## src/rtl/seg_value_formatter_if.sv

```systemverilog
// Bus between a requester and the 7-segment value formatter: request fields in, formatted digits out.
interface seg_value_formatter_if;
  logic        start;
  logic [31:0] value;
  logic [4:0]  radix_in;
  logic        signed_mode;
  logic [31:0] seg_data;
  logic [4:0]  radix;
  logic        busy;
  logic        done;
  logic        overflow;

  // Requester side: issues start/value, observes the formatted result.
  modport master (
    output start, value, radix_in, signed_mode,
    input  seg_data, radix, busy, done, overflow
  );

  // Formatter side.
  modport slave (
    input  start, value, radix_in, signed_mode,
    output seg_data, radix, busy, done, overflow
  );
endinterface

```

## src/rtl/seg_value_formatter.sv

```systemverilog
// Formats a 32-bit value for the 7-segment decoder: hex pass-through in one
// cycle, or a fixed-latency 32-step double-dabble to 8 BCD digits with an
// optional minus sign (nibble F) and an all-dashes overflow pattern.
module seg_value_formatter (
  input  logic                 clk,
  input  logic                 rst_n,
  seg_value_formatter_if.slave bus
);

  typedef enum logic [1:0] {S_IDLE, S_CONV, S_FIN} state_t;

  state_t      r_state;
  state_t      w_state_next;

  logic [31:0] r_mag;
  logic [31:0] r_bcd;
  logic        r_neg;
  logic        r_ovf_pend;
  logic [4:0]  r_cnt;
  logic [31:0] r_seg_data;
  logic [4:0]  r_radix;
  logic        r_done;
  logic        r_overflow;

  logic        w_busy;
  logic        w_accept;
  logic        w_is_dec;
  logic        w_neg;
  logic [31:0] w_mag;
  logic        w_ovf;
  logic [31:0] w_bcd_adj;

  // Magnitude and overflow are decided at capture so CONV only has to shift.
  // The negative limit is one digit shorter: the top digit carries the sign.
  assign w_accept = (r_state == S_IDLE) && bus.start;
  assign w_is_dec = (bus.radix_in == 5'd10);
  assign w_neg    = bus.signed_mode && bus.value[31];
  assign w_mag    = w_neg ? (~bus.value + 32'd1) : bus.value;
  assign w_ovf    = w_neg ? (w_mag > 32'd9_999_999) : (w_mag > 32'd99_999_999);

  // Add-3 correction for each BCD digit before the shift.
  genvar gi;
  generate
    for (gi = 0; gi < 8; gi++) begin : g_adj
      assign w_bcd_adj[4*gi +: 4] = (r_bcd[4*gi +: 4] >= 4'd5)
                                  ? (r_bcd[4*gi +: 4] + 4'd3)
                                  : r_bcd[4*gi +: 4];
    end
  endgenerate

  // State register.
  always_ff @(posedge clk) begin
    if (!rst_n) r_state <= S_IDLE;
    else        r_state <= w_state_next;
  end

  // Next-state: only a decimal request leaves IDLE; CONV runs exactly 32 cycles.
  always_comb begin
    w_state_next = r_state;
    case (r_state)
      S_IDLE:  if (w_accept && w_is_dec) w_state_next = S_CONV;
      S_CONV:  if (r_cnt == 5'd31)       w_state_next = S_FIN;
      S_FIN:                             w_state_next = S_IDLE;
      default:                           w_state_next = S_IDLE;
    endcase
  end

  // State-decoded outputs: busy covers CONV and FIN.
  always_comb begin
    w_busy = 1'b0;
    case (r_state)
      S_CONV:  w_busy = 1'b1;
      S_FIN:   w_busy = 1'b1;
      default: w_busy = 1'b0;
    endcase
  end

  // Datapath: capture, shift-and-add-3 iterations, and result write-back.
  always_ff @(posedge clk) begin
    if (!rst_n) begin
      r_mag      <= 32'd0;
      r_bcd      <= 32'd0;
      r_neg      <= 1'b0;
      r_ovf_pend <= 1'b0;
      r_cnt      <= 5'd0;
      r_seg_data <= 32'd0;
      r_radix    <= 5'd16;
      r_done     <= 1'b0;
      r_overflow <= 1'b0;
    end else begin
      r_done <= 1'b0;
      case (r_state)
        S_IDLE: begin
          if (w_accept) begin
            if (w_is_dec) begin
              r_mag      <= w_mag;
              r_neg      <= w_neg;
              r_ovf_pend <= w_ovf;
              r_bcd      <= 32'd0;
              r_cnt      <= 5'd0;
            end else begin
              r_seg_data <= bus.value;
              r_radix    <= 5'd16;
              r_overflow <= 1'b0;
              r_done     <= 1'b1;
            end
          end
        end
        S_CONV: begin
          r_bcd <= {w_bcd_adj[30:0], r_mag[31]};
          r_mag <= {r_mag[30:0], 1'b0};
          r_cnt <= r_cnt + 5'd1;
        end
        S_FIN: begin
          if (r_ovf_pend) begin
            r_seg_data <= 32'hFFFF_FFFF;
            r_overflow <= 1'b1;
          end else if (r_neg) begin
            r_seg_data <= {4'hF, r_bcd[27:0]};
            r_overflow <= 1'b0;
          end else begin
            r_seg_data <= r_bcd;
            r_overflow <= 1'b0;
          end
          r_radix <= 5'd10;
          r_done  <= 1'b1;
        end
        default: ;
      endcase
    end
  end

  assign bus.seg_data = r_seg_data;
  assign bus.radix    = r_radix;
  assign bus.busy     = w_busy;
  assign bus.done     = r_done;
  assign bus.overflow = r_overflow;

endmodule

```

## src/flat_wrapper.sv

```systemverilog
// flat-port wrapper written by rule: the top's interface ports become plain ports
module seg_value_formatter_flat 
  (clk, rst_n, bus_start, bus_value, bus_radix_in, bus_signed_mode, bus_seg_data, bus_radix, bus_busy, bus_done, bus_overflow);
  seg_value_formatter_if bus_i ();
  input  logic clk;
  input  logic rst_n;
  input wire logic [$bits(bus_i.start)-1:0] bus_start;
  input wire logic [$bits(bus_i.value)-1:0] bus_value;
  input wire logic [$bits(bus_i.radix_in)-1:0] bus_radix_in;
  input wire logic [$bits(bus_i.signed_mode)-1:0] bus_signed_mode;
  output wire logic [$bits(bus_i.seg_data)-1:0] bus_seg_data;
  output wire logic [$bits(bus_i.radix)-1:0] bus_radix;
  output wire logic [$bits(bus_i.busy)-1:0] bus_busy;
  output wire logic [$bits(bus_i.done)-1:0] bus_done;
  output wire logic [$bits(bus_i.overflow)-1:0] bus_overflow;
  assign bus_i.start = bus_start;
  assign bus_i.value = bus_value;
  assign bus_i.radix_in = bus_radix_in;
  assign bus_i.signed_mode = bus_signed_mode;
  assign bus_seg_data = bus_i.seg_data;
  assign bus_radix = bus_i.radix;
  assign bus_busy = bus_i.busy;
  assign bus_done = bus_i.done;
  assign bus_overflow = bus_i.overflow;
  seg_value_formatter u_core (.clk(clk), .rst_n(rst_n), .bus(bus_i));
endmodule
```

## config.mk

```make
export PLATFORM = sky130hd
export DESIGN_NAME = seg_value_formatter_flat
export DESIGN_NICKNAME = d
export VERILOG_FILES = /design/src/rtl/seg_value_formatter_if.sv /design/src/rtl/seg_value_formatter.sv /design/src/flat_wrapper.sv
export SDC_FILE = /design/constraint.sdc
export NUM_CORES = 1
export LEC_CHECK = 0
export BUFFER_PORTS_ARGS = -buffer_cell sky130_fd_sc_hd__buf_2
export CORE_ASPECT_RATIO = 0.75
export CORE_MARGIN = 5
export CORE_UTILIZATION = 55
export DETAILED_ROUTE_END_ITERATION = 8
export GPL_TIMING_DRIVEN = 1
export PLACE_DENSITY = 0.76
export SYNTH_ARGS = -nofsm -noshare
export SYNTH_HDL_FRONTEND = slang
export SYNTH_SLANG_ARGS = --single-unit
```

## constraint.sdc

```tcl
create_clock -name clk -period 7.8 [get_ports clk]
set_input_delay 1.17 -clock clk [delete_from_list [all_inputs] [get_ports clk]]
set_output_delay 1.17 -clock clk [all_outputs]
set_load 0.01 [all_outputs]
```

==> results.yml <==
floorplanning:
  start_util: 0.555
  rows: 34
  ios: 81
  core_mm2: 0.0115
  die_h_um: 103
  die_width_um: 134
  die_area_mm2: 0.0139
yosys:
  ys_async_sr_fraction: 0
  syn_inst: 832
  synth_flop_cell: "dfxtp_1"
  synth-edff-count: 0
  netlist_area_mm2: 0.00638
  syn_avg_cell_area_um2: 7.66
  synth_seq_cells: 109
  synth_seq_area_share: 0.342
  ys_types: 63
  yosys_warnings: 0
detailed_routing:
  drt-total-wl_mm: 18.4
  dr.max_layer_used: "met4"
  wl_met2_mm: 8.32
  wire_per_inst_um: 18.3
  drcViolationCount: 0
  routed_via_density: 6.33
  via_count: 6363
  drt-initial-drc-count: 621
  wl_met1_mm: 7.83
  met3_length_mm: 1.81
  postRouteAntennaNets: 0
  drtPass1Iterations: 6
clock_network:
  clockBufferDepth: 2
  insertion_delay_ns: 0.35
  cts_tree: "done"
  post_cts_buffers: 0
  numClockSinks: 109
  cts-hold-fix-buffers: 0
  clockRootBuffer: "clkbuf_16"
  htreeDepth: 3
  ctsResizeCount: 0
  cts_made_buffers: 9
  clk_pin_slew_ns: 0.07
cells_and_area:
  fin_nets: 921
  stdcell_area_mm2: 0.00702
  final_cell_count_no_fill: 1006
  antenna_cells: 0
  drive_gt1_frac: 0.136
  syn_to_final_growth_pct: 10.2
critical_path:
  r2r_end: "u_core.bus.seg_data[14]$_SDFFE_PN0P_"
  crit_arrival_ns: 4.05
  r2r_start: "u_core.r_state[1]$_SDFFE_PN0P_"
  crit_type: "primary input to flop"
  worstSetupStartpoint: "bus_value[0]"
  r2r_slack_ns: 4.81
  crit_required_ns: 8.06
  path_max_fanout: 6
  ff2ff_path_depth: 7
  critPathLaunchType: "primary input"
  crit_path_end: "u_core.r_ovf_pend$_SDFFE_PN0P_"
  endpoint_kind: "flop"
sta:
  timing.final.crit_share: 0.486
  max_freq_mhz: 264
  maxSlewViolCount: 0
  tightest_slew_ns: 1.28
  relSlewSlack: 0.141
  hold_viol: 0
  fin_skew_ns: 0.00610
  rsz0062_at_grt: "no"
  timing.final.crit_period_ns: 3.79
  tns_ns: 0
  setup_violations: 0
  timing.final.ws_setup_ns: 4.01
power_and_ir_drop:
  p_leak_nw: 2.52
  p_per_area_mw_per_mm2: 168
  ir_drop_uv: 112
place:
  dp.cells: 991
  place_ws_ns: 3.76
  port_buffers: 78
  dp_hpwl_mm: 12.6
  place_area_mm2: 0.00674
  gp_congestion: 0.985
global_routing:
  antenna_found_initial: 0
  grt_max_degree: 75
  grt_pass1_vias: 5970
  grt_pass1_wl_mm: 29.8
  grt_use_total: 0.264
  grt-ovfl-total: 0
min_path:
  hold_path.class: "flop to flop"
run_status:
  status: "finished clean"
run:
  drv_cap: 0
==> through the flow <==
stage,hold slack [ns],power (mW),util
6_report,0.453,1.18,0.612
5_1_grt,0.466,1.23,0.612
4_1_cts,0.452,1.18,0.612
3_5_place_dp,0.443,0.730,0.587
3_3_place_gp,0.436,0.727,0.587
2_1_floorplan,0.427,0.681,-
==> synthesized netlist by cell type (2+ instances only) <==
cell type  instances  share of area
and4_1             3         0.0041
nor4_4             2         0.0067
xnor2_1           26          0.036
a2111oi_0          2         0.0027
buf_2              4         0.0031
o211ai_1           8         0.0094
o31ai_1            9          0.011
nor3_1            10         0.0078
a21oi_1           97          0.076
o2111ai_1          2         0.0027
buf_1              3         0.0018
nand4_1            3         0.0029
a41oi_1            6         0.0082
nand3_1           13          0.010
a21o_1             2         0.0024
or2_2              2         0.0020
dfxtp_1          109           0.34
a31oi_1           14          0.014
or4_1              2         0.0024
nand2_1          109          0.064
a2bb2oi_1          8          0.011
nor2_1            58          0.034
xor2_1            19          0.026
buf_4              3         0.0035
and3_1             2         0.0020
or3_1              2         0.0020
nand2b_1          12          0.012
o21ai_0           81          0.064
inv_1             23          0.014
o41ai_1            4         0.0055
and2_1             4         0.0039
a22oi_1           49          0.058
a32oi_1            2         0.0027
a211oi_1           3         0.0035
nor4_1            13          0.013
ha_1              22          0.043
nor3b_1            9          0.011
clkbuf_1          60          0.035
mux2i_1            5         0.0078
or4_4              2         0.0035
inv_2              2         0.0012
a311oi_1           2         0.0027
==> state kept, by name, indices dropped and copies added, names as in the netlist, 2 cells and up <==
signal               cells
u_core.bus.radix         2
u_core.r_state           2
u_core.r_cnt             5
u_core.r_mag            32
u_core.bus.seg_data     32
u_core.r_bcd            32
==> how the worst min path moves through the flow <==
stage	start	to	slack [ns]	depth (start not counted)
detailed placement	u_core.r_mag[14]$_SDFFE_PN0P_	u_core.r_mag[14]$_SDFFE_PN0P_	0.44	2
finish	u_core.r_mag[13]$_SDFFE_PN0P_	u_core.r_mag[13]$_SDFFE_PN0P_	0.45	2
global route	u_core.r_mag[14]$_SDFFE_PN0P_	u_core.r_mag[14]$_SDFFE_PN0P_	0.47	2
global placement	u_core.r_mag[14]$_SDFFE_PN0P_	u_core.r_mag[14]$_SDFFE_PN0P_	0.44	2
floorplan	u_core.r_mag[14]$_SDFFE_PN0P_	u_core.r_mag[14]$_SDFFE_PN0P_	0.43	2
CTS	u_core.r_mag[14]$_SDFFE_PN0P_	u_core.r_mag[14]$_SDFFE_PN0P_	0.45	2
==> final cells by class <==
class                           instances  area (um^2)
Timing Repair Buffer                   85          443
Fill cell                            1071         4460
Clock buffer                           12          236
Clock inverter                          3         47.5
Inverter                               25         93.8
Tap cell                              144          180
Sequential cell                       109         2180
Multi-Input combinational cell        628         3840
==> metal layers <==
| metal | GRT usage | vias up |
|---|---|---|
| li1 | - | 3026 |
| met1 | 0.349 | 3009 |
| met2 | 0.427 | 285 |
| met3 | 0.0624 | 43 |
| met4 | 0.0962 | 0 |
| met5 | 0 | - |
==> report_power, final <==
part / switching [mW] / internal [mW] / total, mW
clock network: 0.210 / 0.249 / 0.459
logic: 0.0952 / 0.0507 / 0.146
registers: 0.00726 / 0.568 / 0.575
==> placed cells by master, fill, tap and decap left out, types with 3 or more instances in the layout <==
cell type / n
a211oi_1: 3
a21oi_1: 96
a22oi_1: 49
a2bb2oi_1: 8
a31oi_1: 14
a41oi_1: 6
and2_1: 4
and4_1: 3
buf_2: 78
buf_4: 7
clkbuf_1: 3
clkbuf_16: 9
dfxtp_1: 109
ha_1: 21
inv_1: 23
mux2i_1: 5
nand2_1: 109
nand2b_1: 12
nand3_1: 13
nand4_1: 3
nor2_1: 57
nor3_1: 10
nor3b_1: 9
nor4_1: 13
o211ai_1: 8
o21ai_0: 80
o31ai_1: 9
o41ai_1: 4
xnor2_1: 26
xor2_1: 19
==> critical path: stages <==
cell       delay (ns)
buf_2            0.13
inv_1            0.10
ha_1             0.24
or4b_1           0.57
nor4_1           0.40
xor2_1           0.13
a31oi_1          0.34
o211ai_1         0.21
a2111oi_0        0.44
a311oi_1         0.16
nor4_1           0.18
==> cell families (layout without fill, tap and decap cells) <==
logic type                 count (synthesis)  in the layout  synth area share
AOI/OAI and AO/OA                        298            298             0.285
xor gates and xnor gates                  45             45            0.0618
adders and majority gates                 22             22            0.0432
buffers and inverters                     96            125            0.0602
DFF                                      109            109             0.342
muxes                                      5              5           0.00785
other                                      1              2          0.000588
and+or+nand+nor                          256            256             0.199
Note: power is estimated with default switching activity, not from simulation.
